### config.mk
export PLATFORM = sky130hd
export DESIGN_NAME = mt32_seed_init_flat
export DESIGN_NICKNAME = d
export VERILOG_FILES = /design/src/rtl/mt32_seed_init_pkg.sv /design/src/rtl/mt32_seed_init_if.sv /design/src/rtl/mt32_seed_init_mul.sv /design/src/rtl/mt32_seed_init.sv /design/src/flat_wrapper.sv
export SDC_FILE = /design/constraint.sdc
export NUM_CORES = 1
export LEC_CHECK = 0
export ABC_AREA = 1
export BUFFER_PORTS_ARGS = -buffer_cell sky130_fd_sc_hd__buf_4
export CAP_MARGIN = 40
export CORE_ASPECT_RATIO = 0.5
export CORE_MARGIN = 4
export CORE_UTILIZATION = 29
export DETAILED_ROUTE_END_ITERATION = 8
export GPL_TIMING_DRIVEN = 0
export PLACE_DENSITY = 0.5
export SKIP_LAST_GASP = 1
export SYNTH_ARGS = -nofsm -noshare
export SYNTH_HDL_FRONTEND = slang
export SYNTH_SLANG_ARGS = --single-unit
### constraint.sdc
create_clock -name clk -period 5.4 [get_ports clk]
set_input_delay 0.27 -clock clk [delete_from_list [all_inputs] [get_ports clk]]
set_output_delay 0.27 -clock clk [all_outputs]
set_load 0.03 [all_outputs]
### src/rtl/mt32_seed_init_pkg.sv
// ---------------------------------------------------------------------------
// mt32_seed_init_pkg
// Shared constants for the MT19937 state-RAM seeder: state count, address
// width, the initialisation multiplier and the FSM state encoding. Also holds
// the small fold helper used by the seeding recurrence.
// ---------------------------------------------------------------------------
package mt32_seed_init_pkg;

   localparam int          MT32_N         = 624;
   localparam int          MT32_ADDR_W    = 10;
   localparam logic [31:0] MT32_INIT_MULT = 32'd1812433253;

   // FSM state encoding, kept as plain constants so older blocks that
   // compare against raw codes keep working
   typedef logic [1:0] mt32_state_t;
   localparam mt32_state_t ST_IDLE  = 2'd0;
   localparam mt32_state_t ST_WRITE = 2'd1;
   localparam mt32_state_t ST_FIN   = 2'd2;

   // prev ^ (prev >> 30): the pre-multiply fold of the seeding recurrence
   function automatic logic [31:0] mt32_fold(input logic [31:0] prev);
      return prev ^ {30'b0, prev[31:30]};
   endfunction

endpackage

### src/rtl/mt32_seed_init_if.sv
// ---------------------------------------------------------------------------
// mt32_seed_init_if
// Request and state-RAM write bundle of mt32_seed_init.
//   start, seed             : request side (driven by the master)
//   busy, done, gen_init    : status (driven by the seeder)
//   waddr, wen, wdata       : state RAM write port (driven by the seeder)
// Modports: master = requester / observer, slave = the seeder itself.
// ---------------------------------------------------------------------------
interface mt32_seed_init_if
   import mt32_seed_init_pkg::*;
   #(parameter int ADDR_W = MT32_ADDR_W) ();

   logic              start;
   logic [31:0]       seed;
   logic              busy;
   logic              done;
   logic              gen_init;
   logic [ADDR_W-1:0] waddr;
   logic              wen;
   logic [31:0]       wdata;

   modport master (
      output start, seed,
      input  busy, done, gen_init, waddr, wen, wdata
   );

   modport slave (
      input  start, seed,
      output busy, done, gen_init, waddr, wen, wdata
   );

endinterface

### src/rtl/mt32_seed_init_mul.sv
// ---------------------------------------------------------------------------
// mt32_init_mul
// Computes low32(a * MT32_INIT_MULT) for the seeding recurrence.
// Ports:
//   clk, reset  : only present with MT32_SEED_INIT_MULPIPE_EN
//   in_valid    : operand a is valid this cycle
//   a           : 32-bit operand
//   out_valid   : product is valid
//   product     : low 32 bits of a * MT32_INIT_MULT
// Configuration macro MT32_SEED_INIT_MULPIPE_EN: when defined the product and
// its valid strobe are registered (one cycle latency); otherwise the module
// is purely combinational and out_valid follows in_valid.
// ---------------------------------------------------------------------------
module mt32_init_mul
   import mt32_seed_init_pkg::*;
(
`ifdef MT32_SEED_INIT_MULPIPE_EN
   input  logic        clk,
   input  logic        reset,
`endif
   input  logic        in_valid,
   input  logic [31:0] a,
   output logic        out_valid,
   output logic [31:0] product
);

   logic [31:0] product_comb;

   // Truncating multiply: the 32-bit context keeps only the low word,
   // which is exactly the modulo-2^32 arithmetic the recurrence needs
   always_comb begin
      product_comb = a * MT32_INIT_MULT;
   end

`ifdef MT32_SEED_INIT_MULPIPE_EN
   // Register after the multiplier to break the long multiply path;
   // the valid strobe travels with the data
   always_ff @(posedge clk or posedge reset) begin
      if (reset) begin
         out_valid <= 1'b0;
         product   <= 32'd0;
      end else begin
         out_valid <= in_valid;
         product   <= product_comb;
      end
   end
`else
   assign out_valid = in_valid;
   assign product   = product_comb;
`endif

endmodule

### src/rtl/mt32_seed_init.sv
// ---------------------------------------------------------------------------
// mt32_seed_init
// Seeds the 624-word MT19937 state RAM ahead of mt32_gen:
//   mt[0] = seed, mt[i] = 1812433253*(mt[i-1]^(mt[i-1]>>30)) + i,
// then pulses gen_init (together with done) to start the generator. The
// write port is muxed with the generator's write port; select = busy.
// Ports:
//   clk    : clock
//   reset  : asynchronous, active-high reset
//   bus    : mt32_seed_init_if.slave (start/seed in; busy/done/gen_init and
//            the waddr/wen/wdata RAM write port out, all registered)
// Parameters: N_WORDS (words written), ADDR_W (RAM address width).
// Configuration macro MT32_SEED_INIT_MULPIPE_EN: registers the multiplier
// output, so each word takes two cycles (wen every other cycle). Written
// values are identical either way.
// ---------------------------------------------------------------------------
module mt32_seed_init
   import mt32_seed_init_pkg::*;
   #(parameter int N_WORDS = MT32_N,
     parameter int ADDR_W  = MT32_ADDR_W)
(
   input  logic             clk,
   input  logic             reset,
   mt32_seed_init_if.slave  bus
);

   localparam logic [ADDR_W-1:0] LAST_ADDR = ADDR_W'(N_WORDS - 1);

   mt32_state_t       state;
   logic              busy_q;
   logic              done_q;
   logic              gen_init_q;
   logic              wen_q;
   logic [ADDR_W-1:0] waddr_q;
   logic [31:0]       wdata_q;

   logic              mul_in_valid;
   logic              mul_out_valid;
   logic [31:0]       mul_a;
   logic [31:0]       mul_product;
   logic [ADDR_W-1:0] next_addr;
   logic [31:0]       next_index;

   // The recurrence always works from the word just written, so wdata_q
   // doubles as the seed latch and as "prev". A multiply is launched on
   // every cycle a word is being written.
   always_comb begin
      mul_in_valid = (state == ST_WRITE) && wen_q;
      mul_a        = mt32_fold(wdata_q);
      next_addr    = waddr_q + ADDR_W'(1);
      next_index   = 32'(next_addr);
   end

   mt32_init_mul u_mul (
`ifdef MT32_SEED_INIT_MULPIPE_EN
      .clk       (clk),
      .reset     (reset),
`endif
      .in_valid  (mul_in_valid),
      .a         (mul_a),
      .out_valid (mul_out_valid),
      .product   (mul_product)
   );

   // Main FSM. IDLE accepts start and writes the seed on the next cycle.
   // WRITE emits one word each time a product comes back; the last word
   // (address N_WORDS-1) being on the bus moves to FIN, which raises done
   // and gen_init for a single cycle. A start outside IDLE is simply not
   // looked at. The address counter never goes past LAST_ADDR because the
   // exit condition is checked before the increment.
   always_ff @(posedge clk or posedge reset) begin
      if (reset) begin
         state      <= ST_IDLE;
         busy_q     <= 1'b0;
         done_q     <= 1'b0;
         gen_init_q <= 1'b0;
         wen_q      <= 1'b0;
         waddr_q    <= '0;
         wdata_q    <= 32'd0;
      end else begin
         case (state)
            ST_IDLE: begin
               done_q     <= 1'b0;
               gen_init_q <= 1'b0;
               if (bus.start) begin
                  state   <= ST_WRITE;
                  busy_q  <= 1'b1;
                  wen_q   <= 1'b1;
                  waddr_q <= '0;
                  wdata_q <= bus.seed;
               end
            end
            ST_WRITE: begin
               if (wen_q && (waddr_q == LAST_ADDR)) begin
                  state      <= ST_FIN;
                  wen_q      <= 1'b0;
                  busy_q     <= 1'b0;
                  done_q     <= 1'b1;
                  gen_init_q <= 1'b1;
               end else if (mul_out_valid) begin
                  wen_q   <= 1'b1;
                  waddr_q <= next_addr;
                  wdata_q <= mul_product + next_index;
               end else begin
                  wen_q <= 1'b0;
               end
            end
            ST_FIN: begin
               state      <= ST_IDLE;
               done_q     <= 1'b0;
               gen_init_q <= 1'b0;
            end
            default: begin
               state      <= ST_IDLE;
               busy_q     <= 1'b0;
               done_q     <= 1'b0;
               gen_init_q <= 1'b0;
               wen_q      <= 1'b0;
            end
         endcase
      end
   end

   assign bus.busy     = busy_q;
   assign bus.done     = done_q;
   assign bus.gen_init = gen_init_q;
   assign bus.wen      = wen_q;
   assign bus.waddr    = waddr_q;
   assign bus.wdata    = wdata_q;

endmodule

### src/flat_wrapper.sv
// flat-port wrapper written by rule: the top's interface ports become plain ports
module mt32_seed_init_flat import mt32_seed_init_pkg::*;
#(parameter int N_WORDS = MT32_N,
     parameter int ADDR_W  = MT32_ADDR_W)
  (clk, reset, bus_start, bus_seed, bus_busy, bus_done, bus_gen_init, bus_waddr, bus_wen, bus_wdata);
  mt32_seed_init_if #(.ADDR_W(ADDR_W)) bus_i ();
  input  logic clk;
  input  logic reset;
  input wire logic [$bits(bus_i.start)-1:0] bus_start;
  input wire logic [$bits(bus_i.seed)-1:0] bus_seed;
  output wire logic [$bits(bus_i.busy)-1:0] bus_busy;
  output wire logic [$bits(bus_i.done)-1:0] bus_done;
  output wire logic [$bits(bus_i.gen_init)-1:0] bus_gen_init;
  output wire logic [$bits(bus_i.waddr)-1:0] bus_waddr;
  output wire logic [$bits(bus_i.wen)-1:0] bus_wen;
  output wire logic [$bits(bus_i.wdata)-1:0] bus_wdata;
  assign bus_i.start = bus_start;
  assign bus_i.seed = bus_seed;
  assign bus_busy = bus_i.busy;
  assign bus_done = bus_i.done;
  assign bus_gen_init = bus_i.gen_init;
  assign bus_waddr = bus_i.waddr;
  assign bus_wen = bus_i.wen;
  assign bus_wdata = bus_i.wdata;
  mt32_seed_init #(.N_WORDS(N_WORDS), .ADDR_W(ADDR_W)) u_core (.clk(clk), .reset(reset), .bus(bus_i));
endmodule
-- After elaboration in Yosys (flattened, before gate mapping)
Cells that the tools add are included.
- logic and storage cells: 45
- register bits: 47
- bits of input ports: 35
- output and inout bits: 46
- $add $sub $neg: 2
- eq/ne operators: 7
- bitwise operators: 2
- multiplexer cells: 19
- reductions and logical operators: 8
- $mul: 1
- operator list (operator ; count):
    $mux 32 ; 3
    $pmux 32 s2 ; 1
    $add 32x10->32 ; 1
    $mul 32x31->32 const B ; 1
    $xor 32x2->32 ; 1
    $mux 10 ; 3
    $pmux 10 s2 ; 1
    $add 10x1->10 const B ; 1
    $eq 10x10->1 const B ; 1
    $mux 1 ; 6
    $ne 2x2->1 const B ; 3
    $pmux 1 s3 ; 2
    $mux 2 ; 2
    $pmux 2 s2 ; 1
    $reduce_and 2->1 ; 2
    $reduce_and 4->1 ; 1
    $reduce_and 3->1 ; 1
    $eq 2x1->1 const B ; 1
    $eq 2x2->1 const B ; 1
    $logic_and 1x1->1 ; 2
    $logic_not 2->1 ; 1
    $ne 2x1->1 const B ; 1
    $reduce_bool 2->1 ; 1
    $not 1->1 ; 1

-- Longest topological paths before layout
- word-level depth: 6
- gate-level depth with buffers: 30

-- Hierarchy
Synthesis repeated with hierarchy kept, for this count alone.
- cell total of the unflattened synthesis: 1617
- area total of the unflattened synthesis: 12404.4 µm²
- modules (own cells, without submodules) (module ; seq. area each (µm²) ; area an instance (µm²) ; cells an instance ; times used):
    mt32_init_mul ; 0.0 ; 8354.3 ; 984 ; 1
    mt32_seed_init ; 1176.1 ; 4050.1 ; 633 ; 1

-- Worst setup path before layout
OpenSTA, ideal clock, no wires.
- path kind: reg2reg
- start: reg u_core.wdata_q[31] (netlist: u_core.bus.wdata[31])
- end: reg u_core.wdata_q[28] (netlist: u_core.bus.wdata[28])
- required time: 5.283 ns
- library setup time: 0.117 ns
- clock period less this slack: 5.847 ns
- arrival: 5.730 ns
- setup slack: -0.447 ns
- buffers on the path: 0
- stages on the path, launching flop included: 26
- path through: dfrtp_1 xnor2_1 xnor2_1 inv_1 ha_1 or2_2 ha_1 inv_1 fa_1 inv_1 ha_1 fa_1 fa_1 fa_1 inv_1 fa_1 inv_1 ha_1 nand2_1 nor2_1 nand4_1 or2_2 nand4_1 nand3_1 nand2_1 nand2_1
- cells in the longest elaborated chain, start to end: 6
- ends and longest elaborated chain (item ; RTL line ; text):
    start, declared ; mt32_seed_init.sv:35 ; logic [31:0] wdata_q;
    start signal, assigned ; mt32_seed_init.sv:90 ; wdata_q <= bus.seed;
    start signal, assigned ; mt32_seed_init.sv:103 ; wdata_q <= mul_product + next_index;
    $xor 32x2->32 ; mt32_seed_init_pkg.sv:22 ; return prev ^ {30'b0, prev[31:30]};
    $mul 32x31->32 ; mt32_seed_init_mul.sv:32 ; product_comb = a * MT32_INIT_MULT;
    $add 32x10->32 ; mt32_seed_init.sv:103 ;
    $mux 32 ; mt32_seed_init.sv:100 ; end else if (mul_out_valid) begin
    $mux 32 ; mt32_seed_init.sv:94 ; if (wen_q && (waddr_q == LAST_ADDR)) begin
    $pmux 32 s2 ; mt32_seed_init.sv:81 ; case (state)
Every way passes these cells. The select of a mux whose other input is x is not followed.
A chain may end at the register's enable or synchronous reset.

-- Final worst setup path
- start: reg u_core.wdata_q[31] (netlist: u_core.bus.wdata[31])
- end: reg u_core.wdata_q[31] (netlist: u_core.bus.wdata[31])
The elaborated chain is that of the path after synthesis.

==> impl_metrics.toml <==
[synthesis]
ys_types = 39
synth.top_cells.by_area = "fa_1 28%, ha_1 27%, inv_1 11%"
synth-seq-cells = 47
synth_commonest_cells = "321 x inv_1, 238 x ha_1, 194 x nand2_1, 153 x fa_1, 75 x nor2_1"
synth_flop_cell = "dfrtp_1"
syn_nets = 1710
synth_top_area_frac = 0.2782
synth_edf_count = 0
ys_warn_count = 0
synth.cell_area_um2 = 11010
yosys.area.top_type = "fa_1"
ys_seq_area_frac = 0.1068
postSynthCellCount = 1284
ys_async_sr_fraction = 1.000
yosysMostFrequentCell = "inv_1"
synth.avg_cell_area_um2 = 8.576

[clocking]
clk_path_buf_depth = 2
cts_tree = "yes"
clk_pin_slew_ps = 80
cts_sinks = 47
root_buffer = "clkbuf_16"
cts.htree.levels = 2
numCtsBuffers = 5
worstSkewPairLatency_ps = 300

[status]
status = "complete, but fails checks"
failed_checks = "setup timing"

[floorplan]
rows = 50
start_util = 0.2943
die_h_um = 145.8
die_w_um = 283.6
io_pins = 81
die-area_um2 = 41340
core_um2 = 37410

[sta]
setup_slack_ps = -658.3
slew_headroom = 0.4613
fin_hold_ws_ps = 19.43
hold_viol_final = 0
final-setup-viol-count = 20
period_minus_slack_ps = 6058
skew_ps = 12.99
maxSlewViolCount = 0
final.period_utilization = 1.122
rsz0062_at_grt = "true"
max_freq_ghz = 0.1651
worst_pin_slew_ps = 808.1

[worst_hold_path]
hold_class = "input port to asynchronous set/reset pin"

[grt]
grt_max_degree = 27
antenna_found_initial = 0
grt_usage = 0.1716
first_global_vias = 9302
grt_pass1_wl_um = 54900
grt.overflow.total = 0

[critical_path]
crit_start = "u_core.bus.wdata[31]"
cp-end-kind = "flop"
cp.required_ps = 5590
cp.arrival_ps = 6250
path_max_fanout = 4
worst_setup_path_start_kind = "flop"
worstSetupPathType = "flop to flop"
rr_startpoint = "u_core.bus.wdata[31]"

[placement]
hpwlAfterDp_um = 27230
place_congestion = 0.9144
dpl_worst_slack_ps = -1380
io_buffers = 80

[routing]
drt-initial-drc-count = 474
via_per_inst = 4.534
antenna_left = 0
vias = 8801
dr.pass1.iters = 5
drc = 0
routed_wl_um = 34950
wl_per_cell_um = 18.01

[final_layout]
antennaDiodeCount = 0
layout-drive-gt1-share = 0.2509
syn_to_final_growth_pct = 27.87
nNetsFinal = 1872
fillCellCount = 3823

[job]
maxCapViolations = 0
## metrics by stage
step	std cells	utilization	TNS (ps)	area [um^2]
2_1_floorplan	1284	-	-1097	11320
3_3_place_gp	1858	0.3353	-17940	12540
3_5_place_dp	1862	0.3370	-18970	12610
4_1_cts	1936	0.3714	-7475	13890
5_1_grt	1941	0.3764	-12650	14080
6_report	1941	0.3764	-7867	14080
## kinds of logic (layout without fill, tap and decap cells)
logic type / after synthesis / after routing / share of synthesized area
XOR/XNOR: 40 / 40 / 0.03181
flip-flops: 47 / 47 / 0.1068
buffers and inverters: 340 / 503 / 0.1184
adder cells (fa/ha/maj): 391 / 391 / 0.5486
AND/OR/NAND/NOR: 338 / 338 / 0.1283
AO/OA/AOI/OAI: 128 / 128 / 0.06613
## cell usage in the layout (no fill, tap or decap), types with 13 or more instances in the layout
cell     count
dfrtp_4     13
inv_1      300
inv_2       23
a21oi_1     21
o21ai_0     27
xor2_1      16
nand2_1    178
dfrtp_1     17
dfrtp_2     17
ha_1       205
fa_1       150
buf_4      146
nor2_1      62
ha_4        26
nand3_1     31
o21ai_1     17
## state kept, by name, summed over array words and instances (netlist names)
signal,count
u_core.bus.wdata,32
u_core.bus.waddr,10
u_core.state,2
u_core.bus.busy,1
u_core.bus.done,1
u_core.bus.wen,1
## repair_timing
action / CTS / global route
gates resized for setup: 131 / 37
buffers inserted: 66 / 5
hold buffers: 0 / 0
pin swaps: 67 / 30
endpoints found under the setup margin: 22 / 22
## worst max-delay path, stage by stage, from the launching register on
cell and delay, ps:
dfrtp_2 450, xnor2_4 270, buf_4 170, buf_6 140, clkinvlp_4 140, ha_2 340
ha_2 200, inv_1 80, fa_1 620, inv_1 80, fa_1 500, fa_1 420
fa_1 500, inv_1 60, fa_1 480, inv_1 70, ha_4 290, inv_2 70
nor3_4 190, nand2_1 100, nor3_1 130, nand2_1 80, o211ai_1 150, nand3b_1 170
nand3_2 100, nand2_1 90, nand2_1 50
## worst paths after layout
check                                       end  slack (ps)  cells after the start
max                        u_core.bus.wdata[31]        -660                     26
min reg2reg                      u_core.bus.wen         530                      1
max in group asynchronous  u_core.bus.wdata[17]        4820                      3
max reg2reg                u_core.bus.wdata[31]        -660                     26
min in group clk           u_core.bus.wdata[17]         240                      3
min                         u_core.bus.wdata[4]          20                      2
## cell type report
cell class / instances / area (um^2) / share of cell area
clock buffers: 6 / 138.9 / 0.009863
well taps: 494 / 618.1 / 0.04390
repair buffers: 155 / 1260 / 0.08948
plain buffers: 14 / 80.08 / 0.005687
clock inverters: 2 / 38.79 / 0.002755
multi-input cells: 897 / 9465 / 0.6722
inverters: 326 / 1234 / 0.08761
flip-flops and latches: 47 / 1246 / 0.08850
## per-layer routing
layer / vias up / share of wire / GRT usage
met2: 182 / 0.46 / 0.2854
met3: 34 / 0.044 / 0.01424
met1: 4267 / 0.48 / 0.2469
met4: 0 / 0.022 / 0.03171
li1: 4318 / - / -
met5: - / 0 / 0
Power is not shown: default switching activity piles up to over one toggle a cycle in this logic, so the estimate is an artifact.
